### src/rtl/clock_ctrl.sv
// Sequencing controller for the DE0 hour clock: 1 Hz prescaler, push-button
// synchronise/debounce, RUN/SET_HOUR/SET_MIN mode FSM and counter enables.
module clock_ctrl #(
    parameter int CLK_HZ       = 50000000,
    parameter int DEBOUNCE_CYC = 500000
) (
    input  logic       CLK,
    input  logic       RST,
    input  logic       btn_mode,
    input  logic       btn_inc,
    input  logic       sec_carry,
    input  logic       min_carry,
    output logic       sec_en,
    output logic       min_en,
    output logic       hour_en,
    output logic       sec_clr,
    output logic [1:0] mode,
    output logic       blink
);

    localparam int PW = (CLK_HZ > 2) ? $clog2(CLK_HZ) : 1;
    localparam int DW = (DEBOUNCE_CYC > 2) ? $clog2(DEBOUNCE_CYC) : 1;

    localparam logic [PW-1:0] PRE_LAST = PW'(CLK_HZ - 1);
    localparam logic [PW-1:0] PRE_HALF = PW'(CLK_HZ / 2);
    localparam logic [DW-1:0] DB_LAST  = DW'(DEBOUNCE_CYC - 1);

    localparam logic [1:0] RUN      = 2'd0;
    localparam logic [1:0] SET_HOUR = 2'd1;
    localparam logic [1:0] SET_MIN  = 2'd2;

    logic [PW-1:0]        prescaler_r;
    logic                 tick_s;
    // Bit 0 is the mode button, bit 1 the increment button.
    logic [1:0]           sync1_r;
    logic [1:0]           sync2_r;
    logic [1:0]           stable_r;
    logic [1:0]           stable_d_r;
    logic [1:0][DW-1:0]   db_cnt_r;
    logic [1:0]           press_s;
    logic                 mode_press_s;
    logic                 inc_press_s;
    logic                 leave_set_s;

    logic [1:0]           mode_r;
    logic [1:0]           mode_next_s;
    logic                 sec_en_r,  sec_en_s;
    logic                 min_en_r,  min_en_s;
    logic                 hour_en_r, hour_en_s;
    logic                 sec_clr_r;
    logic                 blink_r,   blink_s;

    assign tick_s       = (prescaler_r == PRE_LAST);
    assign press_s      = stable_d_r & ~stable_r;
    assign mode_press_s = press_s[0];
    // A simultaneous mode press wins; the increment is dropped.
    assign inc_press_s  = press_s[1] & ~press_s[0];
    assign leave_set_s  = (mode_r == SET_MIN) & mode_press_s;

    // Free-running 1 Hz prescaler, restarted when leaving the set modes.
    always_ff @(posedge CLK or negedge RST) begin
        if (!RST) begin
            prescaler_r <= '0;
        end else if (leave_set_s || tick_s) begin
            prescaler_r <= '0;
        end else begin
            prescaler_r <= prescaler_r + PW'(1);
        end
    end

    // Two-stage synchroniser and stable-level debounce for both buttons.
    always_ff @(posedge CLK or negedge RST) begin
        if (!RST) begin
            sync1_r    <= 2'b11;
            sync2_r    <= 2'b11;
            stable_r   <= 2'b11;
            stable_d_r <= 2'b11;
            db_cnt_r   <= '0;
        end else begin
            sync1_r    <= {btn_inc, btn_mode};
            sync2_r    <= sync1_r;
            stable_d_r <= stable_r;
            for (int i = 0; i < 2; i++) begin
                if (sync2_r[i] != stable_r[i]) begin
                    if (db_cnt_r[i] == DB_LAST) begin
                        stable_r[i] <= sync2_r[i];
                        db_cnt_r[i] <= '0;
                    end else begin
                        db_cnt_r[i] <= db_cnt_r[i] + DW'(1);
                    end
                end else begin
                    db_cnt_r[i] <= '0;
                end
            end
        end
    end

    // Next mode and the enable/blink values to register this cycle.
    always_comb begin
        mode_next_s = mode_r;
        sec_en_s    = 1'b0;
        min_en_s    = 1'b0;
        hour_en_s   = 1'b0;
        blink_s     = 1'b1;
        case (mode_r)
            RUN: begin
                mode_next_s = mode_press_s ? SET_HOUR : RUN;
                sec_en_s    = tick_s;
                min_en_s    = tick_s & sec_carry;
                hour_en_s   = tick_s & sec_carry & min_carry;
                blink_s     = 1'b1;
            end
            SET_HOUR: begin
                mode_next_s = mode_press_s ? SET_MIN : SET_HOUR;
                hour_en_s   = inc_press_s;
                blink_s     = (prescaler_r < PRE_HALF);
            end
            SET_MIN: begin
                mode_next_s = mode_press_s ? RUN : SET_MIN;
                min_en_s    = inc_press_s;
                blink_s     = (prescaler_r < PRE_HALF);
            end
            default: begin
                mode_next_s = RUN;
                blink_s     = 1'b1;
            end
        endcase
    end

    // Registered mode and output pulses.
    always_ff @(posedge CLK or negedge RST) begin
        if (!RST) begin
            mode_r    <= RUN;
            sec_en_r  <= 1'b0;
            min_en_r  <= 1'b0;
            hour_en_r <= 1'b0;
            sec_clr_r <= 1'b0;
            blink_r   <= 1'b1;
        end else begin
            mode_r    <= mode_next_s;
            sec_en_r  <= sec_en_s;
            min_en_r  <= min_en_s;
            hour_en_r <= hour_en_s;
            sec_clr_r <= leave_set_s;
            blink_r   <= blink_s;
        end
    end

    assign sec_en  = sec_en_r;
    assign min_en  = min_en_r;
    assign hour_en = hour_en_r;
    assign sec_clr = sec_clr_r;
    assign mode    = mode_r;
    assign blink   = blink_r;

endmodule
### config.mk
export PLATFORM = sky130hd
export DESIGN_NAME = clock_ctrl
export DESIGN_NICKNAME = d
export VERILOG_FILES = /design/src/rtl/clock_ctrl.sv
export SDC_FILE = /design/constraint.sdc
export NUM_CORES = 1
export LEC_CHECK = 0
export ABC_AREA = 1
export BUFFER_PORTS_ARGS = -buffer_cell sky130_fd_sc_hd__buf_2
export CORE_MARGIN = 2
export CORE_UTILIZATION = 61
export CTS_CLUSTER_SIZE = 30
export DETAILED_ROUTE_END_ITERATION = 8
export HOLD_SLACK_MARGIN = 0.05
export PLACE_DENSITY_LB_ADDON = 0.12
export SYNTH_ARGS = -nofsm -noshare
export SYNTH_HDL_FRONTEND = slang
export SYNTH_SLANG_ARGS = --single-unit
export TNS_END_PERCENT = 100
### constraint.sdc
create_clock -name CLK -period 2.5 [get_ports CLK]
set_input_delay 0.5 -clock CLK [delete_from_list [all_inputs] [get_ports CLK]]
set_output_delay 0.5 -clock CLK [all_outputs]
set_load 0.01 [all_outputs]
* After elaboration in Yosys (flattened, before gate mapping)
Cells that the tools add are included. Widths: inputs -> output; s select.
Storage, ports and cells: output and inout bits 7, word-level logic and storage cells 50, register bits after elaboration 79, input port bits 6
Operators by class: multiplexer cells 13, reduce and logical (&&, ||, !) cells 5, $lt $le $gt $ge 1, bitwise gates (word level) 7, equality and inequality tests 7, $add $sub $neg 3
Operators with widths (number):
- $mux 19 | 4
- $add 19x1->19 const B | 2
- $eq 19x19->1 const B | 2
- $add 26x1->26 const B | 1
- $eq 26x26->1 const B | 1
- $lt 26x25->1 const B | 1
- $mux 26 | 1
- $pmux 2 s3 | 1
- $and 1x1->1 | 4
- $mux 2 | 2
- $pmux 1 s2 | 2
- $reduce_and 2->1 | 2
- $mux 1 | 3
- $and 2x2->2 | 1
- $eq 2x1->1 const B | 1
- $eq 2x2->1 const B | 1
- $logic_not 2->1 | 1
- $ne 1x1->1 | 2
- $not 2->2 | 1
- $reduce_or 2->1 | 1
- $logic_or 1x1->1 | 1
- $not 1->1 | 1

* Logic depth before layout (Yosys ltp)
Gate-level depths: netlist (run 1).
depth in word-level cells 5, depth in mapped cells 9, depth with buffers taken out 9

* Least setup slack after synthesis (run 1)
Ideal clock, no wire load.
path kind reg-to-reg, start point register prescaler_r[0], end point register prescaler_r[0], path buffers 1, data required time 2.378 ns, stages on the path, launching flop included 10, clock period less this slack 1.461 ns, arrival time 1.339 ns, library setup time 0.122 ns, setup slack 1.039 ns, cell sequence dfrtp_1 > ha_1 > nand3_2 > inv_2 > nand2_2 > nor2_2 > nand2_2 > nand2_4 > buf_6 > nor2_1
Between the ends: cells in the longest elaborated chain, start to end 3, elaborated cells on any way between the ends 4, classes of those cells 1 x add/sub; 1 x eq/ne; 1 x mux; 1 x reduce/logical
RTL lines:
- start, declared | RTL line 32 | logic [PW-1:0] prescaler_r;
- start signal, assigned | RTL line 67 | prescaler_r <= prescaler_r + PW'(1);
- parallel branches: the longest is 2 deep, another holds $add 26x1->26
- $mux 26 * | RTL line 64 | end else if (leave_set_s || tick_s) begin
Mark *: on every way between the ends. A chain may end at the register's enable or synchronous reset.

* Final worst setup path (run 1)
start point register prescaler_r[0], end point register prescaler_r[19]
Same word-level chain as after synthesis.

==> impl_metrics.py, run 1 <==
metrics = {
    "cells_and_area": {
        "area_growth_pct": 9.44,
        "diodes": 0,
        "finalNetCount": 626,
        "stdcell_count": 714,
        "drive_gt1_share_pct": 9.55,
    },
    "job": {
        "drv_cap": 0,
    },
    "pwr": {
        "finalPower_mw": 2.52,
        "peakVddDrop_mv": 0.386,
        "power_leakage_nw": 2.12,
        "p_per_area_nw_per_um2": 529,
    },
    "setup_path": {
        "crit_chain": "ha_1 > nand3_2 > inv_2 > nand2_2 > nor2_2 > nand2_2 > nand2_4 > nor2_1",
        "crit_path_end_kind": "flop",
        "cp-start-kind": "flop",
        "cp_max_fo": 26,
        "r2r_end": "prescaler_r[19]",
        "slowest_stage": "dfrtp_1",
        "required_ns": 2.73,
        "cp_data_arrival_time_ns": 1.95,
        "max_stage_delay_ns": 0.43,
        "r2r_cells": 8,
        "timing.rr.start": "prescaler_r[0]",
        "r2r_slack_ns": 0.78,
        "crit_top_cell": "nand2_2",
        "endpoint": "prescaler_r[19]",
        "crit_start": "prescaler_r[0]",
        "crit_type": "reg -> reg",
    },
    "yosys": {
        "synthTopCellsByCount": "nor2_1 (163), nand2_1 (149), dfrtp_1 (70), inv_1 (64), nand3_1 (39)",
        "yosysWarnings": 0,
        "netlist_area_um2": 4360,
        "seq_area_frac_synth_pct": 45.6,
        "synth_nets": 605,
        "ys_types": 28,
        "synth_top_area_cell": "dfrtp_1",
        "synth-async-reset-ratio_pct": 100,
        "netlist.area_leader.share_pct": 40.2,
        "synth_most_common_cell": "nor2_1",
        "synth_edf_count": 0,
        "postSynthCellCount": 592,
        "ys_seq_elements": 79,
        "ys.flop_type": "dfrtp_1",
        "syn_avg_cell_area_um2": 7.37,
        "synth_area_leaders": "dfrtp_1 (40%), nor2_1 (14%), nand2_1 (13%), inv_1 (5.5%), dfstp_2 (5.4%)",
    },
    "timing": {
        "fmax_mhz": 581,
        "drv_slew": 0,
        "clock_skew_ns": 0.00961,
        "setup_tns_ns": 0,
        "min_period_over_period_pct": 68.8,
        "relSlewSlack_pct": 39.1,
        "rsz0062_at_grt": "false",
        "setup_viol": 0,
        "worst_slew_pin_slew_ns": 0.908,
        "finalHoldViolations": 0,
        "period_minus_slack_ns": 1.72,
    },
    "route": {
        "firstDrtPassIters": 5,
        "drc": 0,
        "via_count": 3715,
        "drt-total-wl_um": 9210,
        "drtIter0Drc": 198,
        "ant_nets": 0,
        "avgViaCountPerCell": 5.20,
        "wl_per_cell_um": 12.9,
    },
    "clocking": {
        "clockBufferDepth": 2,
        "cts.sink_count": 79,
        "tritoncts": "done",
        "cts_resized": 0,
        "clk_latency_ns": 0.36,
        "cts_hold_buffers": 0,
        "clk_pin_slew_worst_paths_ns": 0.09,
        "htreeDepth": 3,
        "cts_buffers": 9,
        "postCtsSetupBuffers": 0,
        "root_buffer": "clkbuf_8",
    },
    "floorplan": {
        "initial_core_util_pct": 63.5,
        "fp-row-count": 30,
        "io_pins": 13,
        "die_w_um": 88.6,
        "core_area_um2": 6870,
        "fp.dieH_um": 88.6,
        "dieArea_um2": 7840,
    },
    "placed_design": {
        "dpl.cell_count": 698,
        "io_buffers": 12,
        "dp_hpwl_um": 6830,
        "place.gp.congestion": 0.928,
    },
    "global_route": {
        "antenna_found_initial": 0,
        "grt_use_total_pct": 26.2,
        "grt_first_pass_wirelength_um": 15800,
        "grt_start_max_net_pins": 44,
        "grt-ovfl-total": 0,
        "grt_pass1_vias": 3664,
    },
    "hold_path": {
        "min_path_type": "in -> async",
    },
    "status": {
        "outcome": "finished, final reports clean",
    },
}
==> cells in the final DEF (no fill, tap or decap), types with 6 or more instances in the layout <==
| master | count |
|---|---|
| nor2_1 | 163 |
| nand2_1 | 149 |
| dfrtp_1 | 70 |
| inv_1 | 64 |
| nand3_1 | 39 |
| xor2_1 | 24 |
| xnor2_1 | 12 |
| nor2_2 | 12 |
| buf_2 | 11 |
| nand4_1 | 9 |
| dfstp_2 | 9 |
| clkbuf_8 | 9 |
| ha_1 | 7 |
| a21oi_1 | 6 |
==> state kept, by name (all words and copies together) (netlist names) <==
name	flops
prescaler_r	26
db_cnt_r	38
blink	1
min_en	1
sync1_r	2
sec_clr	1
sync2_r	2
stable_r	2
mode	2
hour_en	1
stable_d_r	2
sec_en	1
==> worst min path at each step <==
stage	startpoint	end
floorplan	RST	db_cnt_r[0]
global placement	sync1_r[0]	sync2_r[0]
detailed placement	sync1_r[0]	sync2_r[0]
CTS	RST	prescaler_r[16]
global route	RST	prescaler_r[16]
finish	RST	prescaler_r[16]
==> critical path, delay by kind of cell (launching register included) <==
family	cells	cell delay [ns]
adders and majority gates	1	0.30
buffers and inverters	1	0.11
DFF	1	0.43
and+or+nand+nor	6	0.75
==> layout make-up <==
| type | instances | area (um2) |
|---|---|---|
| Fill cell | 589 | 2100 |
| Clock inverter | 7 | 120 |
| Clock buffer | 9 | 124 |
| Multi-Input combinational cell | 444 | 2090 |
| Sequential cell | 79 | 1990 |
| Inverter | 66 | 248 |
| Tap cell | 96 | 120 |
| Timing Repair Buffer | 13 | 82.6 |
==> per-layer routing <==
layer  track usage (%)  vias up  share of wire (%)
met2              43.8      107                 48
met4              14.5        0                3.9
li1                  -     1851                  -
met1              32.4     1722                 44
met5                 0        -                  0
met3              4.01       35                3.5
==> through the flow <==
step / instance area [um2] / hold WS [ns] / util [%] / setup WS (ns)
after global routing: 4770 / 0.139 / 69.5 / 0.625
after floorplan: 4360 / 0.204 / - / 1.04
after CTS: 4770 / 0.109 / 69.5 / 0.766
after global placement: 4530 / 0.346 / 65.9 / 0.859
final: 4770 / 0.0994 / 69.5 / 0.779
after detailed placement: 4530 / 0.347 / 65.9 / 0.783
==> cell families after synthesis <==
logic type	Yosys count	share of synthesized area (%)
AOI/OAI and AO/OA	14	1.81
xor gates and xnor gates	37	7.60
adders and majority gates	7	2.01
buffers and inverters	69	6.48
DFF	79	45.6
and+or+nand+nor	386	36.5
==> power by group <==
group          leakage, nW  internal, mW  switching [mW]
Combinational        0.944        0.0161          0.0458
Sequential            1.05          1.29         0.00760
Clock                0.120         0.667           0.498
Total                 2.12          1.97           0.551
Note: power is estimated with default switching activity, not from simulation.
==> run 2, diff against run 1 <==
clock period = 1.8 ns   (was 2.5 ns; I/O delays follow)
==> run 2 against run 1 <==
Register-to-register slack worse by 0.57 ns. Clock power is 14% higher. Sequential cell count stayed put. Total power is 27% higher. Non-clock buffer count is 4 higher. Highest routed layer unchanged. Wire length is 3.9% lower.
==> impl_metrics.py, run 2 (synthesized netlist as in run 1, its figures left out) <==
metrics = {
    "pwr": {
        "peakVddDrop_mv": 0.406,
        "finalPower_mw": 3.21,
        "p_per_area_nw_per_um2": 674,
        "internal_power_mw": 2.47,
        "p_switching_uw": 747,
        "p_clk_share_pct": 41.1,
        "power_leakage_nw": 2.11,
        "sequentialPowerShare_pct": 56.1,
        "switching_share_pct": 23.2,
        "combPwrFrac_pct": 2.8,
    },
    "timing": {
        "min_period_over_period_pct": 88.5,
        "hold-worst-slack_ns": 0.105,
        "clock_skew_ns": 0.0105,
        "setup_viol": 0,
        "relSlewSlack_pct": 63.7,
        "drv_slew": 0,
        "fmax_mhz": 628,
        "period_minus_slack_ns": 1.59,
        "setup_tns_ns": 0,
        "rsz0062_at_grt": "false",
        "worst_slew_pin_slew_ns": 0.542,
        "finalHoldViolations": 0,
    },
    "route": {
        "drtIter0Drc": 248,
        "wl_per_cell_um": 12.3,
        "ant_nets": 0,
        "drt-total-wl_um": 8850,
        "firstDrtPassIters": 4,
        "avgViaCountPerCell": 4.97,
        "drc": 0,
        "via_count": 3572,
    },
    "floorplan": {
        "core_area_um2": 6870,
        "io_pins": 13,
        "fp-row-count": 30,
        "fp.dieH_um": 88.6,
        "initial_core_util_pct": 63.5,
        "dieArea_um2": 7840,
        "die_w_um": 88.6,
    },
    "global_route": {
        "antenna_found_initial": 0,
        "grt_start_max_net_pins": 45,
        "grt_use_total_pct": 25.2,
        "grt_first_pass_wirelength_um": 15100,
        "grt-ovfl-total": 0,
        "grt_pass1_vias": 3437,
    },
    "clocking": {
        "clk_pin_slew_worst_paths_ns": 0.08,
        "root_buffer": "clkbuf_8",
        "cts_buffers": 9,
        "tritoncts": "done",
        "cts.sink_count": 79,
        "htreeDepth": 3,
        "postCtsSetupBuffers": 0,
        "clk_latency_ns": 0.35,
        "clockBufferDepth": 2,
    },
    "cells_and_area": {
        "reg.largest.list": "db_cnt_r x38, prescaler_r x26",
        "drive_gt1_share_pct": 9.81,
        "area_growth_pct": 9.29,
        "final_common_cell": "nor2_1",
        "mostFrequentLayoutCells": "nor2_1 (163), nand2_1 (149), dfrtp_1 (70)",
        "finalNetCount": 630,
        "diodes": 0,
        "fin_area_um2": 4770,
        "fillers": 585,
        "regMostFlops": "db_cnt_r",
        "largest_register_ffs": 38,
    },
    "hold_path": {
        "min_path_type": "in -> reg",
    },
    "setup_path": {
        "max_stage_delay_ns": 0.40,
        "crit_chain": "ha_1 > nand2_1 > inv_1 > nand2_1 > nor2_1 > a21oi_1 > nand2_1 > nor2_1",
        "cp_max_fo": 5,
        "required_ns": 2.07,
        "cp-start-kind": "flop",
        "crit_top_cell": "nand2_1",
        "slowest_stage": "dfrtp_1",
        "crit_path_end_kind": "flop",
        "crit_type": "reg -> reg",
        "cp_data_arrival_time_ns": 1.87,
    },
    "job": {
        "drv_cap": 0,
    },
    "placed_design": {
        "dp_hpwl_um": 6680,
        "dpl_cell_area_um2": 4550,
        "place.gp.congestion": 0.925,
        "io_buffers": 12,
    },
    "status": {
        "outcome": "finished, final reports clean",
    },
}
==> run 2: critical path: cells and delay by family, from the launching register on <==
| family | cells | cell delay [ns] |
|---|---|---|
| buf+inv | 1 | 0.06 |
| simple gates | 5 | 0.49 |
| compound gates | 1 | 0.31 |
| fa+ha+maj | 1 | 0.26 |
| flops | 1 | 0.40 |
==> run 2: through the flow <==
step                setup slack, ns  util, %  std cells
floorplan                     0.339        -        592
global placement              0.214     66.3        701
detailed placement            0.144     66.3        701
CTS                           0.133     69.3        718
global route                 0.0347     69.4        718
finish                        0.207     69.4        718
==> run 2: final timing paths <==
path | from | endpoint | slack (ns) | depth (start not counted)
min in group asynchronous | RST | prescaler_r[13] | 0.44 | 2
max in group asynchronous | RST | sync1_r[0] | 0.79 | 3
max reg2reg | db_cnt_r[19] | db_cnt_r[35] | 0.21 | 8
max | db_cnt_r[19] | db_cnt_r[35] | 0.21 | 8
min reg2reg | sync1_r[0] | sync2_r[0] | 0.36 | 0
min | btn_inc | sync1_r[1] | 0.11 | 1
==> run 2: power by group through the flow <==
stage	registers (mW)	logic, mW	clock network (mW)
2_1_floorplan	1.84	0.0331	0
4_1_cts	1.80	0.0944	1.35
3_5_place_dp	1.84	0.0921	0
5_1_grt	1.81	0.106	1.44
6_report	1.80	0.0911	1.32
3_3_place_gp	1.84	0.0914	0
==> run 2: what timing repair did <==
item                                   CTS  global route
endpoints found under the hold margin   17             0
resized for setup                        0             1
hold buffers                             1             0
setup endpoints to repair                0             6
==> run 2: routing by layer <==
layer / vias to the layer above / wire [um] / track usage (%)
li1: 1861 / - / -
met1: 1622 / 4030 / 31.4
met2: 69 / 4390 / 42.9
met3: 20 / 275 / 6.25
met4: 0 / 150 / 8.82
met5: - / 0 / 0
==> run 2: cell type report <==
cell class              instances  area [um2]  area share [%]
inverters                      66         248            5.20
repair buffers                 17         115            2.41
clock buffers                  10         128            2.68
well taps                      96         120            2.52
flip-flops and latches         79        1990            41.7
multi-input cells             444        2100            44.0
clock inverters                 6        68.8            1.44
